File: src/rtl/mem_store_buffer_ctrl_pkg.sv
// Shared constants and types for the store-buffered memory-access controller.
// Word and address widths must track the main memory's word_size and memory_bits.
package mem_store_buffer_ctrl_pkg;

   localparam int WORD_SIZE = 32;
   localparam int ADDR_BITS = 5;

   localparam logic [0:0] IDLE = 1'b0;
   localparam logic [0:0] RD   = 1'b1;

   typedef struct packed {
      logic [ADDR_BITS-1:0] addr;
      logic [WORD_SIZE-1:0] data;
   } sb_entry_t;

endpackage

File: src/rtl/mem_store_buffer_ctrl_if.sv
// CPU-side request/response channel: valid/ready request, single-cycle response pulse.
// master = CPU, slave = controller.
interface mem_store_buffer_ctrl_if
   import mem_store_buffer_ctrl_pkg::*;
   ();

   logic                 req_valid;
   logic                 req_ready;
   logic                 req_write;
   logic [ADDR_BITS-1:0] req_addr;
   logic [WORD_SIZE-1:0] req_wdata;
   logic                 rsp_valid;
   logic [WORD_SIZE-1:0] rsp_rdata;

   modport master (
      output req_valid, req_write, req_addr, req_wdata,
      input  req_ready, rsp_valid, rsp_rdata
   );

   modport slave (
      input  req_valid, req_write, req_addr, req_wdata,
      output req_ready, rsp_valid, rsp_rdata
   );

endinterface

File: src/rtl/mem_store_buffer_ctrl_fifo.sv
// Circular store buffer with push/pop, occupancy flags and a combinational
// youngest-match address lookup used for store-to-load forwarding.
module mem_store_buffer_ctrl_fifo
   import mem_store_buffer_ctrl_pkg::*;
#(
   parameter int DEPTH = 4
) (
   input  logic                   clk,
   input  logic                   reset,
   input  logic                   i_push,
   input  sb_entry_t              i_push_entry,
   input  logic                   i_pop,
   output sb_entry_t              o_head,
   input  logic [ADDR_BITS-1:0]   i_lookup_addr,
   output logic                   o_hit,
   output logic [WORD_SIZE-1:0]   o_hit_data,
   output logic [$clog2(DEPTH):0] o_count,
   output logic                   o_full,
   output logic                   o_empty
);

   localparam int PW = $clog2(DEPTH);
   localparam int CW = PW + 1;

   sb_entry_t       r_mem [DEPTH];
   logic [PW-1:0]   r_head;
   logic [PW-1:0]   r_tail;
   logic [CW-1:0]   r_count;
   logic            w_push;
   logic            w_pop;
   logic [PW-1:0]   w_idx;

   assign o_full  = (r_count == CW'(DEPTH));
   assign o_empty = (r_count == '0);
   assign w_push  = i_push && !o_full;
   assign w_pop   = i_pop && !o_empty;
   assign o_head  = r_mem[r_head];
   assign o_count = r_count;

   // NOTE: sequential state uses non-blocking assignments so every register samples pre-edge values.
   always_ff @(posedge clk or negedge reset) begin
      if (!reset) begin
         r_head  <= '0;
         r_tail  <= '0;
         r_count <= '0;
      end else begin
         if (w_push) r_tail <= r_tail + PW'(1);
         if (w_pop)  r_head <= r_head + PW'(1);
         case ({w_push, w_pop})
            2'b10:   r_count <= r_count + CW'(1);
            2'b01:   r_count <= r_count - CW'(1);
            default: r_count <= r_count;
         endcase
      end
   end

   // NOTE: entry storage is not reset; r_count gates every read so stale slots are never observed.
   always_ff @(posedge clk) begin
      if (w_push) r_mem[r_tail] <= i_push_entry;
   end

   // Walk oldest to youngest so the last match left standing is the youngest store.
   // NOTE: every always_comb output gets a default first so no latch is inferred.
   always_comb begin
      o_hit      = 1'b0;
      o_hit_data = '0;
      w_idx      = r_head;
      for (int i = 0; i < DEPTH; i++) begin
         w_idx = r_head + PW'(i);
         if ((CW'(i) < r_count) && (r_mem[w_idx].addr == i_lookup_addr)) begin
            o_hit      = 1'b1;
            o_hit_data = r_mem[w_idx].data;
         end
      end
   end

endmodule

File: src/rtl/mem_store_buffer_ctrl.sv
// Memory-access controller: buffers CPU stores, drains them when the port is idle,
// and serves loads by forwarding or by a one-cycle negedge-captured memory read.
module mem_store_buffer_ctrl
   import mem_store_buffer_ctrl_pkg::*;
#(
   parameter int SB_DEPTH = 4
) (
   input  logic                      clk,
   input  logic                      reset,
   mem_store_buffer_ctrl_if.slave    cpu,
   output logic [ADDR_BITS-1:0]      mem_address,
   output logic                      mem_write,
   output logic                      mem_read,
   output logic [WORD_SIZE-1:0]      mem_wdata,
   input  logic [WORD_SIZE-1:0]      mem_rdata,
   output logic [$clog2(SB_DEPTH):0] sb_count,
   output logic                      sb_full,
   output logic                      sb_empty
);

   logic [0:0]           r_state;
   logic                 r_rsp_valid;
   logic [WORD_SIZE-1:0] r_rsp_rdata;
   logic [ADDR_BITS-1:0] r_mem_address;
   logic                 r_mem_write;
   logic                 r_mem_read;
   logic [WORD_SIZE-1:0] r_mem_wdata;

   logic                 w_ready;
   logic                 w_store;
   logic                 w_load;
   logic                 w_pop;
   logic                 w_hit;
   logic [WORD_SIZE-1:0] w_hit_data;
   sb_entry_t            w_head;

   // Loads also wait for IDLE; a pop only happens with no acceptable load present.
   assign w_ready = cpu.req_write ? !sb_full : ((r_state == IDLE) && !sb_full);
   assign w_store = cpu.req_valid && w_ready && cpu.req_write;
   assign w_load  = cpu.req_valid && w_ready && !cpu.req_write;
   assign w_pop   = (r_state == IDLE) && !sb_empty && (sb_full || !cpu.req_valid);

   mem_store_buffer_ctrl_fifo #(.DEPTH(SB_DEPTH)) u_fifo (
      .clk           (clk),
      .reset         (reset),
      .i_push        (w_store),
      .i_push_entry  ('{addr: cpu.req_addr, data: cpu.req_wdata}),
      .i_pop         (w_pop),
      .o_head        (w_head),
      .i_lookup_addr (cpu.req_addr),
      .o_hit         (w_hit),
      .o_hit_data    (w_hit_data),
      .o_count       (sb_count),
      .o_full        (sb_full),
      .o_empty       (sb_empty)
   );

   always_ff @(posedge clk or negedge reset) begin
      if (!reset) begin
         r_state       <= IDLE;
         r_rsp_valid   <= 1'b0;
         r_rsp_rdata   <= '0;
         r_mem_address <= '0;
         r_mem_write   <= 1'b0;
         r_mem_read    <= 1'b0;
         r_mem_wdata   <= '0;
      end else begin
         r_rsp_valid   <= 1'b0;
         r_mem_address <= '0;
         r_mem_write   <= 1'b0;
         r_mem_read    <= 1'b0;
         r_mem_wdata   <= '0;
         case (r_state)
            IDLE: begin
               if (w_load && w_hit) begin
                  r_rsp_valid <= 1'b1;
                  r_rsp_rdata <= w_hit_data;
               end else if (w_load) begin
                  r_mem_read    <= 1'b1;
                  r_mem_address <= cpu.req_addr;
                  r_state       <= RD;
               end else if (w_pop) begin
                  r_mem_write   <= 1'b1;
                  r_mem_address <= w_head.addr;
                  r_mem_wdata   <= w_head.data;
               end
            end
            default: begin
               // Memory captured on the negedge of this cycle; its output is stable here.
               r_rsp_valid <= 1'b1;
               r_rsp_rdata <= mem_rdata;
               r_state     <= IDLE;
            end
         endcase
      end
   end

   assign cpu.req_ready = w_ready;
   assign cpu.rsp_valid = r_rsp_valid;
   assign cpu.rsp_rdata = r_rsp_rdata;
   assign mem_address   = r_mem_address;
   assign mem_write     = r_mem_write;
   assign mem_read      = r_mem_read;
   assign mem_wdata     = r_mem_wdata;

endmodule

File: src/flat_wrapper.sv
// flat-port wrapper written by rule: the top's interface ports become plain ports
module mem_store_buffer_ctrl_flat import mem_store_buffer_ctrl_pkg::*;
#(
   parameter int SB_DEPTH = 4
)
  (clk, reset, mem_address, mem_write, mem_read, mem_wdata, mem_rdata, sb_count, sb_full, sb_empty, cpu_req_valid, cpu_req_write, cpu_req_addr, cpu_req_wdata, cpu_req_ready, cpu_rsp_valid, cpu_rsp_rdata);
  mem_store_buffer_ctrl_if cpu_i ();
  input  logic clk;
  input  logic reset;
  output logic [ADDR_BITS-1:0] mem_address;
  output logic mem_write;
  output logic mem_read;
  output logic [WORD_SIZE-1:0] mem_wdata;
  input  logic [WORD_SIZE-1:0] mem_rdata;
  output logic [$clog2(SB_DEPTH):0] sb_count;
  output logic sb_full;
  output logic sb_empty;
  input wire logic [$bits(cpu_i.req_valid)-1:0] cpu_req_valid;
  input wire logic [$bits(cpu_i.req_write)-1:0] cpu_req_write;
  input wire logic [$bits(cpu_i.req_addr)-1:0] cpu_req_addr;
  input wire logic [$bits(cpu_i.req_wdata)-1:0] cpu_req_wdata;
  output wire logic [$bits(cpu_i.req_ready)-1:0] cpu_req_ready;
  output wire logic [$bits(cpu_i.rsp_valid)-1:0] cpu_rsp_valid;
  output wire logic [$bits(cpu_i.rsp_rdata)-1:0] cpu_rsp_rdata;
  assign cpu_i.req_valid = cpu_req_valid;
  assign cpu_i.req_write = cpu_req_write;
  assign cpu_i.req_addr = cpu_req_addr;
  assign cpu_i.req_wdata = cpu_req_wdata;
  assign cpu_req_ready = cpu_i.req_ready;
  assign cpu_rsp_valid = cpu_i.rsp_valid;
  assign cpu_rsp_rdata = cpu_i.rsp_rdata;
  mem_store_buffer_ctrl #(.SB_DEPTH(SB_DEPTH)) u_core (.clk(clk), .reset(reset), .cpu(cpu_i), .mem_address(mem_address), .mem_write(mem_write), .mem_read(mem_read), .mem_wdata(mem_wdata), .mem_rdata(mem_rdata), .sb_count(sb_count), .sb_full(sb_full), .sb_empty(sb_empty));
endmodule
File: config.mk
export PLATFORM = sky130hd
export DESIGN_NAME = mem_store_buffer_ctrl_flat
export DESIGN_NICKNAME = d
export VERILOG_FILES = /design/src/rtl/mem_store_buffer_ctrl_pkg.sv /design/src/rtl/mem_store_buffer_ctrl_if.sv /design/src/rtl/mem_store_buffer_ctrl_fifo.sv /design/src/rtl/mem_store_buffer_ctrl.sv /design/src/flat_wrapper.sv
export SDC_FILE = /design/constraint.sdc
export NUM_CORES = 1
export LEC_CHECK = 0
export CORE_MARGIN = 5
export CORE_UTILIZATION = 54
export DETAILED_ROUTE_END_ITERATION = 6
export GPL_TIMING_DRIVEN = 0
export PLACE_DENSITY = 0.83
export SYNTH_ARGS = -nofsm -noshare
export SYNTH_HDL_FRONTEND = slang
export SYNTH_SLANG_ARGS = --single-unit
export TNS_END_PERCENT = 20
File: constraint.sdc
create_clock -name clk -period 6.8 [get_ports clk]
set_input_delay 1.02 -clock clk [delete_from_list [all_inputs] [get_ports clk]]
set_output_delay 1.02 -clock clk [all_outputs]
set_load 0.02 [all_outputs]
* Yosys cells after proc, flatten, opt, wreduce, memory -nomap -nowiden
Memories as Yosys holds them, arrays and structs flattened.
Index checks and enable logic that the tools add are counted.
W data, S select, Z words.
** Word-level totals
- Memories :: 1
- Input bits :: 73
- Logic and storage cells :: 80
- Bits in writable memories :: 148
- Flip-flop bits (word level) :: 79
- Output and inout bits :: 78
** Memories
- u_core.u_fifo.r_mem :: depth 4, width 37, rd ports 4, clocked after Yosys merged registers in 0, write ports 1, RTL line mem_store_buffer_ctrl_fifo.sv:25 : sb_entry_t r_mem [DEPTH];
** Operators by class
- Reduce and logical (&&, ||, !) cells :: 21
- Multiplexer cells :: 31
- Magnitude comparators :: 4
- Equal/unequal tests :: 7
- Add/subtract/negate cells :: 6
- Bitwise logic cells :: 1
** Operators by type and width (number)
- $mux W32 :: 10
- $eq A5 B5 Y1 :: 4
- $mux W5 :: 4
- $mux W1 :: 16
- $logic_and A1 B1 Y1 :: 13
- $lt A1 B3 Y1 const A :: 2
- $lt A2 B3 Y1 const A :: 2
- $pmux W3 S2 :: 1
- $add A2 B1 Y2 const B :: 2
- $add A2 B2 Y2 const B :: 2
- $logic_not A1 Y1 :: 4
- $reduce_bool A2 Y1 :: 2
- $add A3 B1 Y3 const B :: 1
- $eq A3 B3 Y1 const B :: 1
- $logic_not A3 Y1 :: 1
- $sub A3 B1 Y3 const B :: 1
- $eq A2 B1 Y1 const B :: 1
- $eq A2 B2 Y1 const B :: 1
- $logic_or A1 B1 Y1 :: 1
- $not A1 Y1 :: 1

* Longest topological paths before layout
Gate-level depths: netlist of run 1.
An unclocked memory read counts as a cell.
- Word-level depth :: 10
- Depth in mapped cells :: 12
- Gate-level depth less buffers :: 9

* Cells and area by module
Synthesis of run 1 repeated with hierarchy kept, for this count alone.
** Second synthesis, totals
- Cell total of the unflattened synthesis :: 1086
- Area total of the unflattened synthesis :: 13274.0 um^2
** By module, submodules not included
- mem_store_buffer_ctrl_fifo :: seq. area each 4619.4 um^2, area each 10279.9 um^2, cells each 881, instances 1
- mem_store_buffer_ctrl :: seq. area each 1801.7 um^2, area each 2994.1 um^2, cells each 205, instances 1

* Least setup slack after synthesis of run 1
No wires, ideal clock.
- Path kind :: input port to flip-flop
- Start point :: input cpu_req_addr[4]
- End point :: register u_core.r_rsp_rdata[10] (netlist: u_core.cpu.rsp_rdata[10])
- Library setup time :: 0.125 ns
- Buffers on the path :: 4
- Slack :: 3.618 ns
- Cell stages on the path :: 10
- Data required time :: 6.675 ns
- Arrival time :: 3.057 ns
- Cell sequence :: clkbuf_1 -> xor2_1 -> nor4_1 -> and3_1 -> clkbuf_1 -> or4_1 -> a21o_1 -> buf_6 -> buf_6 -> mux2_4
** Between the ends
- Word-level cells in the longest chain between the ends :: 8
** RTL lines
- start: declaration :: RTL line flat_wrapper.sv:20 : input wire logic [$bits(cpu_i.req_addr)-1:0] cpu_req_addr;
- $eq A5 B5 Y1 :: RTL line mem_store_buffer_ctrl_fifo.sv:70 : if ((CW'(i) < r_count) && (r_mem[w_idx].addr == i_lookup_addr)) begin
- $logic_and A1 B1 Y1 :: RTL line mem_store_buffer_ctrl_fifo.sv:70
- $mux W32 or $mux W1 (tied branches) (4 in series) :: RTL line mem_store_buffer_ctrl_fifo.sv:70
- $mux W32 or $logic_and A1 B1 Y1 (tied branches) :: RTL line mem_store_buffer_ctrl.sv:75 : if (w_load && w_hit) begin
- $mux W32 or $reduce_bool A2 Y1 (tied branches)
- end signal: assignment :: RTL line mem_store_buffer_ctrl.sv:77 : r_rsp_rdata <= w_hit_data;
- end signal: assignment :: RTL line mem_store_buffer_ctrl.sv:91 : r_rsp_rdata <= mem_rdata;
- end: declaration :: RTL line mem_store_buffer_ctrl.sv:23 : logic [WORD_SIZE-1:0] r_rsp_rdata;
Several ways; a longest one is shown, not always the timed one. The select of a mux whose other input is x is not followed.
A chain may end at the register's enable or synchronous reset.

* Final worst setup path of run 1
- Start point :: input cpu_req_addr[3]
- End point :: register u_core.r_rsp_rdata[1] (netlist: u_core.cpu.rsp_rdata[1])
Same word-level chain as after synthesis.

==> results of run 1 <==
==> synth_stat cells (all sizes together), types with 7 or more instances <==
| cell | number | area [µm²] |
|---|---|---|
| a21oi | 66 | 330.3 |
| a221oi | 32 | 280.3 |
| a22oi | 37 | 277.8 |
| and2 | 37 | 231.5 |
| buf | 32 | 219.0 |
| clkbuf | 50 | 187.7 |
| dfrtp | 79 | 1977 |
| edfxtp | 148 | 4444 |
| ha | 9 | 112.6 |
| inv | 7 | 26.28 |
| mux2 | 64 | 773.2 |
| mux2i | 161 | 1612 |
| mux4 | 20 | 450.4 |
| nor2 | 140 | 533.0 |
| o31ai | 33 | 247.7 |
| xnor2 | 17 | 148.9 |
| xor2 | 9 | 78.83 |
==> flip-flops by register name, summed over array words and instances, names as in the netlist <==
register	cells
u_core.cpu.rsp_valid	1
u_core.mem_address	5
u_core.u_fifo.r_head	2
u_core.r_state	1
u_core.u_fifo.o_count	3
u_core.u_fifo.r_tail	2
u_core.u_fifo.r_mem	148
u_core.mem_wdata	32
u_core.cpu.rsp_rdata	32
u_core.mem_write	1
==> through the flow <==
stage	hold slack, ps	worst slack (ps)	instance area [µm²]
floorplan	579.6	3618	12070
global placement	490.1	1734	13920
detailed placement	495.9	2459	14030
CTS	434.5	2986	15010
global route	461.1	2774	15010
finish	432.2	2782	15020
==> critical path: stages <==
cell	delay, ps
clkdlybuf4s50_1	590
clkbuf_1	320
xnor2_1	170
o31ai_1	110
a311oi_1	870
clkbuf_1	550
a221oi_1	200
o31ai_1	440
mux2_4	230
==> final timing paths <==
check | slack [ps] | start | to | cells after the start
setup reg to reg | 2910 | u_core.u_fifo.r_head[0]$_DFFE_PN0P_ | u_core.cpu.rsp_rdata[1]$_DFFE_PN0P_ | 10
hold / removal | 430 | reset | u_core.u_fifo.r_head[0]$_DFFE_PN0P_ | 1
min in group clk | 500 | u_core.cpu.rsp_rdata[22]$_DFFE_PN0P_ | u_core.cpu.rsp_rdata[22]$_DFFE_PN0P_ | 1
max in group asynchronous | 5750 | reset | u_core.cpu.rsp_rdata[25]$_DFFE_PN0P_ | 2
setup / recovery | 2780 | cpu_req_addr[3] | u_core.cpu.rsp_rdata[1]$_DFFE_PN0P_ | 9
hold reg to reg | 500 | u_core.cpu.rsp_rdata[22]$_DFFE_PN0P_ | u_core.cpu.rsp_rdata[22]$_DFFE_PN0P_ | 1
==> report_power, final <==
part,total [W],switching (W),internal (W)
logic,0.00329,0.00189,0.00140
clock network,0.00158,0.000556,0.00103
registers,0.00187,0.000130,0.00174
total,0.00674,0.00257,0.00416
==> final cells by class <==
type	instances	area (µm²)
Timing Repair Buffer	155	1607
Inverter	7	26.28
Fill cell	1523	6874
Multi-Input combinational cell	649	5223
Sequential cell	227	6421
Clock buffer	26	639.4
Clock inverter	18	341.6
Tap cell	280	350.3
Antenna cell	1	2.502
Buffer	82	406.6
==> per-layer routing <==
metal  GRT usage (%)  up-vias
met5               0        -
met2           41.57      661
li1                -     3979
met1           33.36     4404
met3           4.711      161
met4           10.62        2
==> logic make-up after synthesis <==
group                      Yosys count
muxes                              245
xor gates and xnor gates            26
AOI/OAI and AO/OA                  173
adders and majority gates            9
buffers and inverters               89
DFF                                227
and+or+nand+nor                    196
==> metrics.yaml, run 1 <==
numCtsBuffers: 24
gp_congestion: 0.8696
dp_cells: 1400
p_leak_nw: 5.883
die_h_um: 159.5
drv_cap: 0
grt_overflow_total: 0
vias: 9207
fin_worst_skew_ps: 20.20
wl_um: 33920
irDropWorstVdd_mv: 0.2993
cts_buffer_depth: 3
synthFlopType: "edfxtp_1"
initial_core_util_pct: 55.14
hold_class: "in2async"
rows: 54
grt_max_degree: 51
cts.clk_slew.worst_paths_ps: 70
portBuffers: 150
rsz0062_at_grt: "no"
total_power_w: 0.006737
seq_area_frac_synth_pct: 53.19
yosys.area_share.simple_pct: 7.224
cts_setup_buffers: 0
hold_violations: 0
crit_arrival_ps: 4490
crit_required_ps: 7270
synth_area_mm2: 0.01207
die_w_um: 159.5
status: "complete, no violations"
avgSynthCellArea_um2: 12.51
cts_hold_repair.buffers: 0
topRoutingLayerUsed: "met5"
synth_top_family_by_area: "multiplexers"
core_area_mm2: 0.02189
ant_nets: 0
synthAdderAreaFrac_pct: 0.9328
yosys.cell_types.count: 36
syn_nets: 1047
setup_violations: 0
route.detailed.drc: 0
finalCritPeriodShare_pct: 59.08
hpwl_um: 23090
route.met3.wl_um: 3585
syn_inst: 965
nets: 1228
setup.worst_path.end_class: "register"
root_buffer: "clkbuf_16"
cp_max_fo: 10
powerDensity_mw_per_mm2: 448.6
slew_headroom_pct: 28.89
fin_cells: 1445
layout_commonest_cell: "mux2i_1"
tns_ps: 0
clock.fmax_mhz: 248.9
async_reset_ff_share_pct: 34.80
crit_type: "in2reg"
die_area_mm2: 0.02545
cts_tree: "done"
synth.area.mux_share_pct: 23.49
area_growth_pct: 24.40
ys_ff_latch: 227
grt_pass1_vias: 9328
synth_compound_area_share_pct: 9.691
drv_slew: 0
track_usage_pct: 25.36
final_cell_mix: "161 x mux2i_1, 149 x clkdlybuf4s50_1, 148 x edfxtp_1"
min_period_ps: 4018
ctsHtreeMaxLevel: 1
antenna_found_initial: 2
insertion_delay_ps: 530
synth_xor_area_share_pct: 1.886
utilization_pct: 68.60
wl_per_cell_um: 23.48
pin_count: 151
wl_met1_um: 12810
dr.pass1.iters: 6
worstMarginPinSlew_ps: 1059
wl_met2_um: 15890
drive_gt1_share_pct: 14.43
grt_first_pass_wirelength_um: 51630
cts.sinks: 227
ctsResizeCount: 0
vias_per_cell: 6.372
synth_edf_count: 148
yosysWarnings: 0
drt_iter0_markers: 1062
worstSetupStartpointType: "input port"
(Power assumes the default switching activity.)
==> run 2: changes to the inputs <==
--- a/config.mk
+++ b/config.mk
@@ -6,10 +6,10 @@
 export NUM_CORES = 1
 export LEC_CHECK = 0
 export CORE_MARGIN = 5
-export CORE_UTILIZATION = 54
+export CORE_UTILIZATION = 51
 export DETAILED_ROUTE_END_ITERATION = 6
 export GPL_TIMING_DRIVEN = 0
-export PLACE_DENSITY = 0.83
+export PLACE_DENSITY = 0.82
 export SYNTH_ARGS = -nofsm -noshare
 export SYNTH_HDL_FRONTEND = slang
 export SYNTH_SLANG_ARGS = --single-unit
==> constraint.sdc (replaced) <==
create_clock -name clk -period 3.5 [get_ports clk]
set_input_delay 0.525 -clock clk [delete_from_list [all_inputs] [get_ports clk]]
set_output_delay 0.525 -clock clk [all_outputs]
set_load 0.02 [all_outputs]
==> run 2 against run 1 <==
  * The flow now finishes with violations (DRC)
  * Hold slack better by 75 ps
  * Cell count increased by 3.0%
  * Die area rose by 5.5%
  * Flip-flop and latch count unchanged
  * Global-route usage is 0.68 points lower
  * Sequential power rose by 94%
  * Clock skew increased by 7.5 ps
  * Sequential share of layout area rose by 0.30 points
  * Utilization is 4.9 points lower
  * Largest cell class unchanged
==> metrics.yaml, run 2 (synthesis results as in run 1) <==
root_buffer: "clkbuf_16"
final_cell_area_mm2: 0.01491
largest_register_ffs: 148
dp_cells: 1439
min_period_ps: 3384
route.detailed.drc: 2
fin_worst_skew_ps: 27.71
status: "complete, but fails checks"
layout_commonest_cell: "mux2i_1"
grt_max_degree: 45
r2r_cells: 12
cts_setup_buffers: 0
pin_count: 151
area_growth_pct: 23.54
numCtsBuffers: 24
fin_cells: 1488
ctsHtreeMaxLevel: 1
cts.sinks: 227
irDropWorstVdd_mv: 0.4031
holdPathStages: 1
cts_buffer_depth: 3
dr.pass1.iters: 7
setup.worst_path.end_class: "register"
crit_type: "reg2reg"
die_w_um: 163.9
hpwl_um: 22930
die_h_um: 163.9
initial_core_util_pct: 51.58
regMostFlops: "u_core.u_fifo.r_mem"
core_area_mm2: 0.02340
finalCritPeriodShare_pct: 96.67
grt_overflow_total: 0
insertion_delay_ps: 530
crit_arrival_ps: 3770
antenna_found_initial: 3
drive_gt1_share_pct: 14.94
drt_iter0_markers: 1263
tns_ps: 0
hold_violations: 0
wl_per_cell_um: 22.68
cts.clk_slew.worst_paths_ps: 70
wl_um: 33750
nets: 1229
clock.fmax_mhz: 295.6
cp_max_fo: 10
grt_first_pass_wirelength_um: 51410
die_area_mm2: 0.02685
drv_cap: 0
hold_start: "u_core.cpu.rsp_rdata[22]$_DFFE_PN0P_"
track_usage_pct: 24.68
holdPathEnd: "u_core.cpu.rsp_rdata[22]$_DFFE_PN0P_"
portBuffers: 150
drv_slew: 0
slew_headroom_pct: 39.33
crit_required_ps: 3890
place_area_mm2: 0.01409
rows: 56
utilization_pct: 63.72
r2r_slack_ps: 120
place_ws_ps: -352.3
worstMarginPinSlew_ps: 910.1
powerDensity_mw_per_mm2: 838.8
setup_violations: 0
failed_checks: "DRC"
r2r_start: "u_core.u_fifo.r_head[0]$_DFFE_PN0P_"
gp_congestion: 0.8836
vias_per_cell: 6.124
fillers: 1735
timing.final.ws_setup_ps: 116.5
grt_pass1_vias: 9301
final_cell_mix: "161 x mux2i_1, 149 x clkdlybuf4s50_1, 148 x edfxtp_1"
hold_class: "reg2reg"
p_leak_nw: 5.820
ant_nets: 0
cts_tree: "done"
worstSetupStartpointType: "register"
r2r-end: "u_core.cpu.rsp_rdata[1]$_DFFE_PN0P_"
vias: 9112
-- run 2: changes by cell type in the layout (fill, tap and decap cells not counted), sizes merged --
cell | previous run | this run
buf | 38 | 36
clkbuf | 76 | 85
clkinv | 9 | 3
diode | 1 | 4
bufinv | 9 | 0
inv | 7 | 15
dlygate4sd3 | 0 | 1
-- run 2: critical path: stages, from the launching register on --
cell	delay [ps]
dfrtp_1	340
buf_6	160
buf_6	190
buf_4	220
mux4_2	320
xnor2_1	190
nand4_1	140
nor2_2	420
or2_2	190
clkbuf_1	240
clkbuf_2	350
o31ai_1	190
mux2_4	280
-- run 2: repair_timing --
item,4_1_cts,5_1_grt
hold buffers,1,0
hold endpoints to repair,11,0
gates resized for setup,7,11
setup endpoints to repair,30,30
-- run 2: power breakdown --
group,internal [W],switching (W),total (W),leakage [nW]
Sequential,0.00338,0.000241,0.00362,2.37
Clock,0.00139,0.00109,0.00248,0.379
Combinational,0.00273,0.00368,0.00641,3.07
Total,0.00750,0.00501,0.0125,5.82
-- run 2: routing by layer --
| metal | vias to the layer above | wire (µm) | global-route usage [%] |
|---|---|---|---|
| li1 | 3984 | - | - |
| met1 | 4330 | 12740 | 32.09 |
| met2 | 651 | 15950 | 40.62 |
| met3 | 145 | 3630 | 4.944 |
| met4 | 2 | 1415 | 10.37 |
| met5 | - | 20 | 0 |
-- run 2: cell type report --
| cell class | instances | area (µm²) | share of cell area, % |
|---|---|---|---|
| Buffer | 82 | 421.7 | 2.827 |
| Antenna cell | 4 | 10.01 | 0.06712 |
| Clock buffer | 33 | 676.9 | 4.539 |
| Multi-Input combinational cell | 649 | 5238 | 35.12 |
| Sequential cell | 227 | 6421 | 43.06 |
| Clock inverter | 11 | 96.34 | 0.6460 |
| Tap cell | 319 | 399.1 | 2.676 |
| Inverter | 7 | 26.28 | 0.1762 |
| Timing Repair Buffer | 156 | 1624 | 10.89 |
-- run 2: per-stage QoR --
step	hold slack (ps)	total power, W
floorplan	229.4	0.007886
global placement	490.4	0.009761
detailed placement	495.9	0.009913
CTS	512.1	0.01242
global route	529.6	0.01309
finish	507.6	0.01251
-- run 2: worst max-delay path by stage --
| stage | startpoint | end | slack, ps |
|---|---|---|---|
| CTS | u_core.u_fifo.r_head[1]$_DFFE_PN0P_ | u_core.cpu.rsp_rdata[17]$_DFFE_PN0P_ | -0.4 |
| floorplan | u_core.u_fifo.r_head[0]$_DFFE_PN0P_ | u_core.cpu.rsp_rdata[10]$_DFFE_PN0P_ | 600 |
| finish | u_core.u_fifo.r_head[0]$_DFFE_PN0P_ | u_core.cpu.rsp_rdata[1]$_DFFE_PN0P_ | 120 |
| global route | u_core.u_fifo.r_head[1]$_DFFE_PN0P_ | u_core.cpu.rsp_rdata[14]$_DFFE_PN0P_ | -3 |
| global placement | reset | u_core.mem_wdata[22]$_DFF_PN0_ | -1090 |
| detailed placement | cpu_req_addr[3] | u_core.cpu.rsp_rdata[6]$_DFFE_PN0P_ | -350 |
